[src/rtl/data_sram_like_resp_if.sv]
// Bundle of the SRAM-like requester bus and the synchronous SRAM port.
// slave: the bridge side; master: the requester plus memory side.
interface data_sram_like_resp_if;
  logic        data_sram_req;
  logic        data_sram_wr;
  logic [1:0]  data_sram_size;
  logic [31:0] data_sram_addr;
  logic [3:0]  data_sram_wstrb;
  logic [31:0] data_sram_wdata;
  logic        data_sram_addrok;
  logic        data_sram_dataok;
  logic [31:0] data_sram_rdata;
  logic        ram_en;
  logic [3:0]  ram_wen;
  logic [31:0] ram_addr;
  logic [31:0] ram_wdata;
  logic [31:0] ram_rdata;

  modport slave (
    input  data_sram_req, data_sram_wr, data_sram_size, data_sram_addr,
    input  data_sram_wstrb, data_sram_wdata, ram_rdata,
    output data_sram_addrok, data_sram_dataok, data_sram_rdata,
    output ram_en, ram_wen, ram_addr, ram_wdata
  );

  modport master (
    output data_sram_req, data_sram_wr, data_sram_size, data_sram_addr,
    output data_sram_wstrb, data_sram_wdata, ram_rdata,
    input  data_sram_addrok, data_sram_dataok, data_sram_rdata,
    input  ram_en, ram_wen, ram_addr, ram_wdata
  );
endinterface

[src/rtl/data_sram_like_resp.sv]
// SRAM-like bus to synchronous SRAM bridge with a 2-deep in-order pending queue.
// dataok is registered: the head is retired one cycle before its response is shown.
module data_sram_like_resp #(
  parameter int unsigned RESP_DELAY = 0
) (
  input logic                  clk,
  input logic                  reset,
  data_sram_like_resp_if.slave bus
);
  localparam logic [3:0] Delay  = 4'(RESP_DELAY);
  localparam logic [3:0] AgeMax = 4'(RESP_DELAY + 1);

  logic [1:0]  count_q, count_d;
  logic        wr_q    [2];
  logic        wr_d    [2];
  logic        dv_q    [2];
  logic        dv_d    [2];
  logic [31:0] rdata_q [2];
  logic [31:0] rdata_d [2];
  logic [3:0]  age_q   [2];
  logic [3:0]  age_d   [2];
  logic        resp_q, resp_d;
  logic        resp_wr_q, resp_wr_d;
  logic        resp_byp_q, resp_byp_d;
  logic [31:0] resp_rdata_q, resp_rdata_d;
  logic        accept;
  logic        pop_head;

  always_comb begin
    bus.data_sram_addrok = !reset && (count_q < 2'd2);
    accept               = bus.data_sram_req && bus.data_sram_addrok;
    bus.ram_en           = accept;
    bus.ram_wen          = (accept && bus.data_sram_wr) ? bus.data_sram_wstrb : 4'b0000;
    bus.ram_addr         = bus.data_sram_addr;
    bus.ram_wdata        = bus.data_sram_wdata;
    bus.data_sram_dataok = !reset && resp_q;
    bus.data_sram_rdata  = '0;
    if (bus.data_sram_dataok && !resp_wr_q) begin
      bus.data_sram_rdata = resp_byp_q ? bus.ram_rdata : resp_rdata_q;
    end
  end

  always_comb begin
    for (int i = 0; i < 2; i++) begin
      wr_d[i]    = wr_q[i];
      dv_d[i]    = dv_q[i];
      rdata_d[i] = rdata_q[i];
      age_d[i]   = age_q[i];
      if (2'(i) < count_q) begin
        // SRAM data is only valid in the cycle after the access.
        if (!wr_q[i] && !dv_q[i] && age_q[i] == 4'd1) begin
          rdata_d[i] = bus.ram_rdata;
          dv_d[i]    = 1'b1;
        end
        if (age_q[i] < AgeMax) age_d[i] = age_q[i] + 4'd1;
      end
    end

    pop_head     = 1'b0;
    resp_d       = 1'b0;
    resp_wr_d    = 1'b0;
    resp_byp_d   = 1'b0;
    resp_rdata_d = '0;
    if (count_q != 2'd0) begin
      pop_head     = age_q[0] >= Delay;
      resp_d       = pop_head;
      resp_wr_d    = wr_q[0];
      resp_rdata_d = dv_q[0] ? rdata_q[0] : bus.ram_rdata;
    end else if (accept && Delay == 4'd0) begin
      // Zero delay: the new request never enters the queue, its data is bypassed.
      resp_d     = 1'b1;
      resp_wr_d  = bus.data_sram_wr;
      resp_byp_d = 1'b1;
    end

    count_d = count_q;
    if (pop_head) begin
      wr_d[0]    = wr_d[1];
      dv_d[0]    = dv_d[1];
      rdata_d[0] = rdata_d[1];
      age_d[0]   = age_d[1];
      count_d    = count_q - 2'd1;
    end
    if (accept && !resp_byp_d) begin
      wr_d[count_d[0]]    = bus.data_sram_wr;
      dv_d[count_d[0]]    = 1'b0;
      rdata_d[count_d[0]] = '0;
      age_d[count_d[0]]   = 4'd1;
      count_d             = count_d + 2'd1;
    end
  end

  always_ff @(posedge clk) begin
    if (reset) begin
      count_q      <= 2'd0;
      resp_q       <= 1'b0;
      resp_wr_q    <= 1'b0;
      resp_byp_q   <= 1'b0;
      resp_rdata_q <= '0;
      for (int i = 0; i < 2; i++) begin
        wr_q[i]    <= 1'b0;
        dv_q[i]    <= 1'b0;
        rdata_q[i] <= '0;
        age_q[i]   <= 4'd0;
      end
    end else begin
      count_q      <= count_d;
      resp_q       <= resp_d;
      resp_wr_q    <= resp_wr_d;
      resp_byp_q   <= resp_byp_d;
      resp_rdata_q <= resp_rdata_d;
      for (int i = 0; i < 2; i++) begin
        wr_q[i]    <= wr_d[i];
        dv_q[i]    <= dv_d[i];
        rdata_q[i] <= rdata_d[i];
        age_q[i]   <= age_d[i];
      end
    end
  end
endmodule

[src/flat_wrapper.sv]
// flat-port wrapper written by rule: the top's interface ports become plain ports
module data_sram_like_resp_flat 
#(
  parameter int unsigned RESP_DELAY = 0
)
  (clk, reset, bus_data_sram_req, bus_data_sram_wr, bus_data_sram_size, bus_data_sram_addr, bus_data_sram_wstrb, bus_data_sram_wdata, bus_ram_rdata, bus_data_sram_addrok, bus_data_sram_dataok, bus_data_sram_rdata, bus_ram_en, bus_ram_wen, bus_ram_addr, bus_ram_wdata);
  data_sram_like_resp_if bus_i ();
  input logic clk;
  input logic reset;
  input wire logic [$bits(bus_i.data_sram_req)-1:0] bus_data_sram_req;
  input wire logic [$bits(bus_i.data_sram_wr)-1:0] bus_data_sram_wr;
  input wire logic [$bits(bus_i.data_sram_size)-1:0] bus_data_sram_size;
  input wire logic [$bits(bus_i.data_sram_addr)-1:0] bus_data_sram_addr;
  input wire logic [$bits(bus_i.data_sram_wstrb)-1:0] bus_data_sram_wstrb;
  input wire logic [$bits(bus_i.data_sram_wdata)-1:0] bus_data_sram_wdata;
  input wire logic [$bits(bus_i.ram_rdata)-1:0] bus_ram_rdata;
  output wire logic [$bits(bus_i.data_sram_addrok)-1:0] bus_data_sram_addrok;
  output wire logic [$bits(bus_i.data_sram_dataok)-1:0] bus_data_sram_dataok;
  output wire logic [$bits(bus_i.data_sram_rdata)-1:0] bus_data_sram_rdata;
  output wire logic [$bits(bus_i.ram_en)-1:0] bus_ram_en;
  output wire logic [$bits(bus_i.ram_wen)-1:0] bus_ram_wen;
  output wire logic [$bits(bus_i.ram_addr)-1:0] bus_ram_addr;
  output wire logic [$bits(bus_i.ram_wdata)-1:0] bus_ram_wdata;
  assign bus_i.data_sram_req = bus_data_sram_req;
  assign bus_i.data_sram_wr = bus_data_sram_wr;
  assign bus_i.data_sram_size = bus_data_sram_size;
  assign bus_i.data_sram_addr = bus_data_sram_addr;
  assign bus_i.data_sram_wstrb = bus_data_sram_wstrb;
  assign bus_i.data_sram_wdata = bus_data_sram_wdata;
  assign bus_i.ram_rdata = bus_ram_rdata;
  assign bus_data_sram_addrok = bus_i.data_sram_addrok;
  assign bus_data_sram_dataok = bus_i.data_sram_dataok;
  assign bus_data_sram_rdata = bus_i.data_sram_rdata;
  assign bus_ram_en = bus_i.ram_en;
  assign bus_ram_wen = bus_i.ram_wen;
  assign bus_ram_addr = bus_i.ram_addr;
  assign bus_ram_wdata = bus_i.ram_wdata;
  data_sram_like_resp #(.RESP_DELAY(RESP_DELAY)) u_core (.clk(clk), .reset(reset), .bus(bus_i));
endmodule
[config.mk]
export PLATFORM = sky130hd
export DESIGN_NAME = data_sram_like_resp_flat
export DESIGN_NICKNAME = d
export VERILOG_FILES = /design/src/rtl/data_sram_like_resp_if.sv /design/src/rtl/data_sram_like_resp.sv /design/src/flat_wrapper.sv
export SDC_FILE = /design/constraint.sdc
export NUM_CORES = 1
export LEC_CHECK = 0
export CAP_MARGIN = 20
export CELL_PAD_IN_SITES_DETAIL_PLACEMENT = 1
export CELL_PAD_IN_SITES_GLOBAL_PLACEMENT = 1
export CORE_MARGIN = 4
export CORE_UTILIZATION = 28
export CTS_BUF_LIST = sky130_fd_sc_hd__clkbuf_16
export DETAILED_ROUTE_END_ITERATION = 10
export PLACE_DENSITY_LB_ADDON = 0.1
export SETUP_SLACK_MARGIN = 0.5
export SYNTH_ARGS = -nofsm -noshare
export SYNTH_HDL_FRONTEND = slang
export SYNTH_SLANG_ARGS = --single-unit
export TNS_END_PERCENT = 100
[constraint.sdc]
create_clock -name clk -period 1.3 [get_ports clk]
set_clock_uncertainty 0.05 [all_clocks]
set_input_delay 0.195 -clock clk [delete_from_list [all_inputs] [get_ports clk]]
set_output_delay 0.195 -clock clk [all_outputs]
set_load 0.01 [all_outputs]
## Word-level counts from Yosys, hierarchy flattened

Memory sizes are Yosys's and may differ from the RTL's.
Cells that the tools add are included.

| word-level totals | value |
|---|---|
| RAM bits | 76 |
| memories kept | 4 |
| input bits | 106 |
| logic and storage cells | 110 |
| flip-flop bits (word level) | 37 |

| operators by class | value |
|---|---|
| reductions and logical operators | 20 |
| equal/unequal tests | 2 |
| muxes and demuxes | 50 |
| bitwise gates (word level) | 17 |
| $add $sub $neg | 4 |
| $lt $le $gt $ge | 8 |

Memories:

| name | words | bits a word | rd ports | clocked after Yosys merged registers in | write ports | line | RTL |
|---|---|---|---|---|---|---|---|
| u_core.rdata_q | 2 | 32 | 2 | 0 | 2 | data_sram_like_resp.sv:18 | `logic [31:0] rdata_q [2];` |
| u_core.age_q | 2 | 4 | 2 | 0 | 2 | data_sram_like_resp.sv:20 | `logic [3:0] age_q [2];` |
| u_core.dv_q | 2 | 1 | 2 | 0 | 2 | data_sram_like_resp.sv:16 | `logic dv_q [2];` |
| u_core.wr_q | 2 | 1 | 2 | 0 | 2 | data_sram_like_resp.sv:14 | `logic wr_q [2];` |

Operators with widths:

| cell | number |
|---|---|
| two-way mux 32 bit | 11 |
| bitwise AND 64 bit | 1 |
| two-way mux 64 bit | 1 |
| NOT 64 bit | 1 |
| two-way mux 4 bit | 9 |
| demux 32 bit (select 1 bit) | 1 |
| two-way mux 1 bit | 20 |
| logical AND 1 bit | 11 |
| adder 4 x 1 -> 4 bit (second input constant) | 2 |
| == test 4 x 1 -> 1 bit (second input constant) | 2 |
| less-than comparator 4 x 1 -> 1 bit (second input constant) | 2 |
| two-way mux 2 bit | 4 |
| two-way mux 8 bit | 1 |
| OR 1 bit | 8 |
| logical NOT 1 bit | 7 |
| bitwise AND 6 bit | 1 |
| NOT 6 bit | 1 |
| demux 4 bit (select 1 bit) | 1 |
| greater-or-equal comparator 4 x 1 -> 1 bit (second input constant) | 1 |
| less-than comparator 1 x 2 -> 1 bit (first input constant) | 2 |
| adder 2 x 1 -> 2 bit (second input constant) | 1 |
| bitwise AND 2 bit | 1 |
| bitwise mux 2 bit | 1 |
| greater-or-equal comparator 2 bit (second input constant) | 1 |
| other kinds (10) | 10 |

## Depth between registers and ports, before layout

| depth | value |
|---|---|
| depth in word-level cells | 12 |
| gate-level depth with buffers | 8 |

## Worst setup path before layout

Ideal clock, no wire load.

| timing path | value |
|---|---|
| path kind | reg2reg |
| start point | register u_core.count_q[1] |
| end point | register with a tool-made name |
| slack | -268 ps |
| data arrival time | 1392 ps |
| setup time | 126 ps |
| cell stages (with the launch flop) | 9 |
| cells stage by stage | dfxtp_1 > buf_6 > nor2_2 > nand2_1 > inv_1 > and2_4 > ha_1 > mux2i_1 > nor2_1 |

RTL lines:

| element | line | RTL |
|---|---|---|
| start: declaration | data_sram_like_resp.sv:13 | `logic [1:0] count_q, count_d;` |
| start signal: assignment | data_sram_like_resp.sv:107 | `count_q <= count_d;` |

==> results_dict.tcl <==
set metrics [dict create \
    status "finished with violations" \
    failed_checks "negative setup slack" \
    track_usage_pct 19.0 \
    place_area_sq_mm 0.00660 \
    worstPathArrival_ns 1.95 \
    synth_compound_area_share_pct 13.3 \
    initial_core_util_pct 29.0 \
    cp-startpoint "u_core.count_q[1]$_SDFF_PP0_" \
    fin_setup_tns_ns -51.98 \
    synth_top_family_by_area "buffers and inverters" \
    antenna_found_initial 0 \
    reg2reg_to "u_core.rdata_q[0][18]$_SDFF_PP0_" \
    fmax_mhz 563 \
    most-common-layout-cells "103 x dfxtp_1, 62 x buf_6, 53 x buf_4" \
    area_delta_synth_final_pct 85.8 \
    placementRows 48 \
    fp.dieW_microns 143 \
    crit_slowest_cell "dfxtp_4" \
    grt.met3_usage_pct 3.78 \
    gp_congestion 0.707 \
    io_pins 209 \
    fillers 1778 \
    clk_path_buf_depth 2 \
    path_cells "buf_6, buf_6, buf_6, or2_4, buf_12, buf_12, buf_16, nor2_4, a311oi_2" \
    reg2reg_depth 9 \
    yosys_warnings 0 \
    wirelength_microns 19900 \
    setup_viol 146 \
    core_area_sq_mm 0.0175 \
    critPathMaxFanout 6 \
    synth.mux.area_fraction_pct 13.0 \
    hold_class "input pin to primary output" \
    clkLatencyLatePin_ns 0.36 \
    crit_end "u_core.rdata_q[0][18]$_SDFF_PP0_" \
    finalCritPeriodShare_pct 137 \
    critPathMaxStageDelay_ns 0.35 \
    portBuffers 78 \
    seq_area_frac_synth_pct 43.0 \
    clkSinkCount 109 \
    fin_crit_ns 1.77 \
    cts_max_level 3 \
    vias 4692 \
    drtPass1Iterations 4 \
    grt_start_max_net_pins 33 \
    synth_ff_type "dfxtp_1" \
    cts_buffers 9 \
    synth_xor_area_share_pct 0.172 \
    async_reset_ff_share_pct 0 \
    min_from "bus_data_sram_addr[10]" \
    ir_drop_mv 0.638 \
    final_common_cell "dfxtp_1" \
    grt_pass1_wl_microns 29900 \
    fin_area_sq_mm 0.00944 \
    netlist_instances 566 \
    critPathKind "flip-flop to flip-flop" \
    yosys.area_share.simple_pct 14.3 \
    required_ns 1.48 \
    ys_seq_elements 109 \
    use_met2_pct 33.8 \
    gr-usage-met1_pct 23.0 \
    avgSynthCellArea_sq_um 8.98 \
    finalHoldViolCount 0 \
    worstSetupStartpointType "flip-flop" \
    rsz0062_at_grt "yes" \
    whs_path_depth 0 \
    finalNetCount 805 \
    synthesis.nets 676 \
    final_antenna_net_count 0 \
    grt_pass1_vias 5233 \
    final_cells 924 \
    power_leakage_uw 0.00321 \
    synth_fa_ha_area_share_pct 0.985 \
    worst_slack_ns -0.475 \
    detail_route.wl_per_cell_microns 21.5 \
    path_clk_slew_ns 0.07 \
    drv_slew 0 \
    top_usage_layer "met2" \
    synth_area_sq_mm 0.00508 \
    powerDensity_mw_per_mm2 723 \
    slew-limit-headroom_pct 71.9 \
    cts_root_buffer "clkbuf_16" \
    ff2ff_setup_slack_ns -0.47 \
    path_common_cell "buf_6" \
    dpl.cell_count 831 \
    layout-drive-gt1-share_pct 67.0 \
    die_area_sq_mm 0.0204 \
    drv_cap 0 \
    drc 0 \
    drt_iter0_drc 127 \
    synth.distinct_cells 39 \
    max_slew.worst_pin.slew_ns 0.422 \
    critPathCaptureType "flip-flop" \
    synth_edf_count 0 \
    grt.overflow.total 0 \
    reg2reg_from "u_core.count_q[1]$_SDFF_PP0_" \
    die_h_microns 143 \
    vias_per_cell 5.08 \
    antennaDiodeCount 0 \
    cts_tree "yes" \
    hpwl_microns 9410 \
]
## power breakdown
group	internal, uW	switching [uW]
Combinational	455	360
Sequential	3340	5.78
Clock	1390	1280
## state kept, by name, summed over array words and instances, names as in the netlist, named ones only
register / cells
u_core.age_q: 4
u_core.resp_q: 1
u_core.resp_byp_q: 1
u_core.resp_wr_q: 1
u_core.rdata_q: 64
u_core.resp_rdata_q: 32
u_core.dv_q: 2
u_core.count_q: 2
u_core.wr_q: 1
## layout make-up
class,instances,area [sq um],share of cell area [%]
clock buffers,10,250,2.65
clock inverters,5,25.0,0.265
inverters,7,28.8,0.305
multi-input cells,339,3800,40.3
flip-flops and latches,109,2200,23.3
well taps,225,282,2.98
repair buffers,229,2850,30.2
## how the worst min path moves through the flow
stage,to,slack (ns)
4_1_cts,bus_ram_addr[22],0.34
3_3_place_gp,bus_ram_addr[22],0.34
2_1_floorplan,flip-flop,0.29
3_5_place_dp,bus_ram_addr[22],0.34
5_1_grt,bus_ram_addr[0],0.34
6_report,bus_ram_addr[10],0.34
## cell families (layout without fill, tap and decap cells)
| logic type | after synthesis | after routing |
|---|---|---|
| xor+xnor | 1 | 1 |
| flops | 109 | 109 |
| fa+ha+maj | 4 | 4 |
| compound gates | 106 | 106 |
| simple gates | 162 | 162 |
| mux | 66 | 66 |
| buf+inv | 118 | 251 |
## per-stage QoR
| stage | total power, uW | worst slack, ns | hold WS (ns) | utilization [%] |
|---|---|---|---|---|
| after detailed placement | 4030 | -0.535 | 0.340 | 37.6 |
| final | 6830 | -0.475 | 0.340 | 53.8 |
| after global placement | 4020 | -0.502 | 0.340 | 37.6 |
| after global routing | 7090 | -0.530 | 0.340 | 53.8 |
| after floorplan | 3890 | -0.105 | 0.292 | - |
| after CTS | 6830 | -0.480 | 0.340 | 49.6 |
## metal layers
metal | vias to the layer above | routed length [microns] | share of wire [%]
li1 | 2180 | - | -
met1 | 2355 | 8260 | 41
met2 | 105 | 10400 | 52
met3 | 52 | 767 | 3.9
met4 | 0 | 442 | 2.2
met5 | - | 0 | 0
## Yosys cell counts, types with 2 or more instances
cell type  count  area, sq um
ha_1           4         50.1
buf_6          9          101
dfxtp_1      109         2180
buf_2         18         90.1
nand2b_1       2         12.5
buf_1          3         11.3
nor2b_1        4         25.0
nand2_1        5         18.8
a211oi_1       4         30.0
o21ai_1        5         25.0
clkbuf_1      16         60.1
nand3_1       29          145
inv_1          6         22.5
o21ai_0       27          135
and3_1         4         25.0
nor3b_1        2         15.0
a21oi_1       35          175
a311oi_1      29          254
buf_4         64          480
nor2_1       107          402
mux2i_1       66          661
## critical path, delay by kind of cell (launching register included)
family	cells	cell delay [ns]
AOI/OAI and AO/OA	1	0.05
DFF	1	0.35
and+or+nand+nor	2	0.40
buffers and inverters	6	0.77
## what timing repair did
action / in CTS / in global routing
hold buffers: 0 / 0
pin swaps: 44 / 22
resized for setup: 390 / 132
endpoints found under the setup margin: 147 / 148
cloned: 20 / 3
setup buffers: 46 / 9
hold endpoints to repair: 0 / 0
No activity file was read; power rests on OpenSTA's default activity.
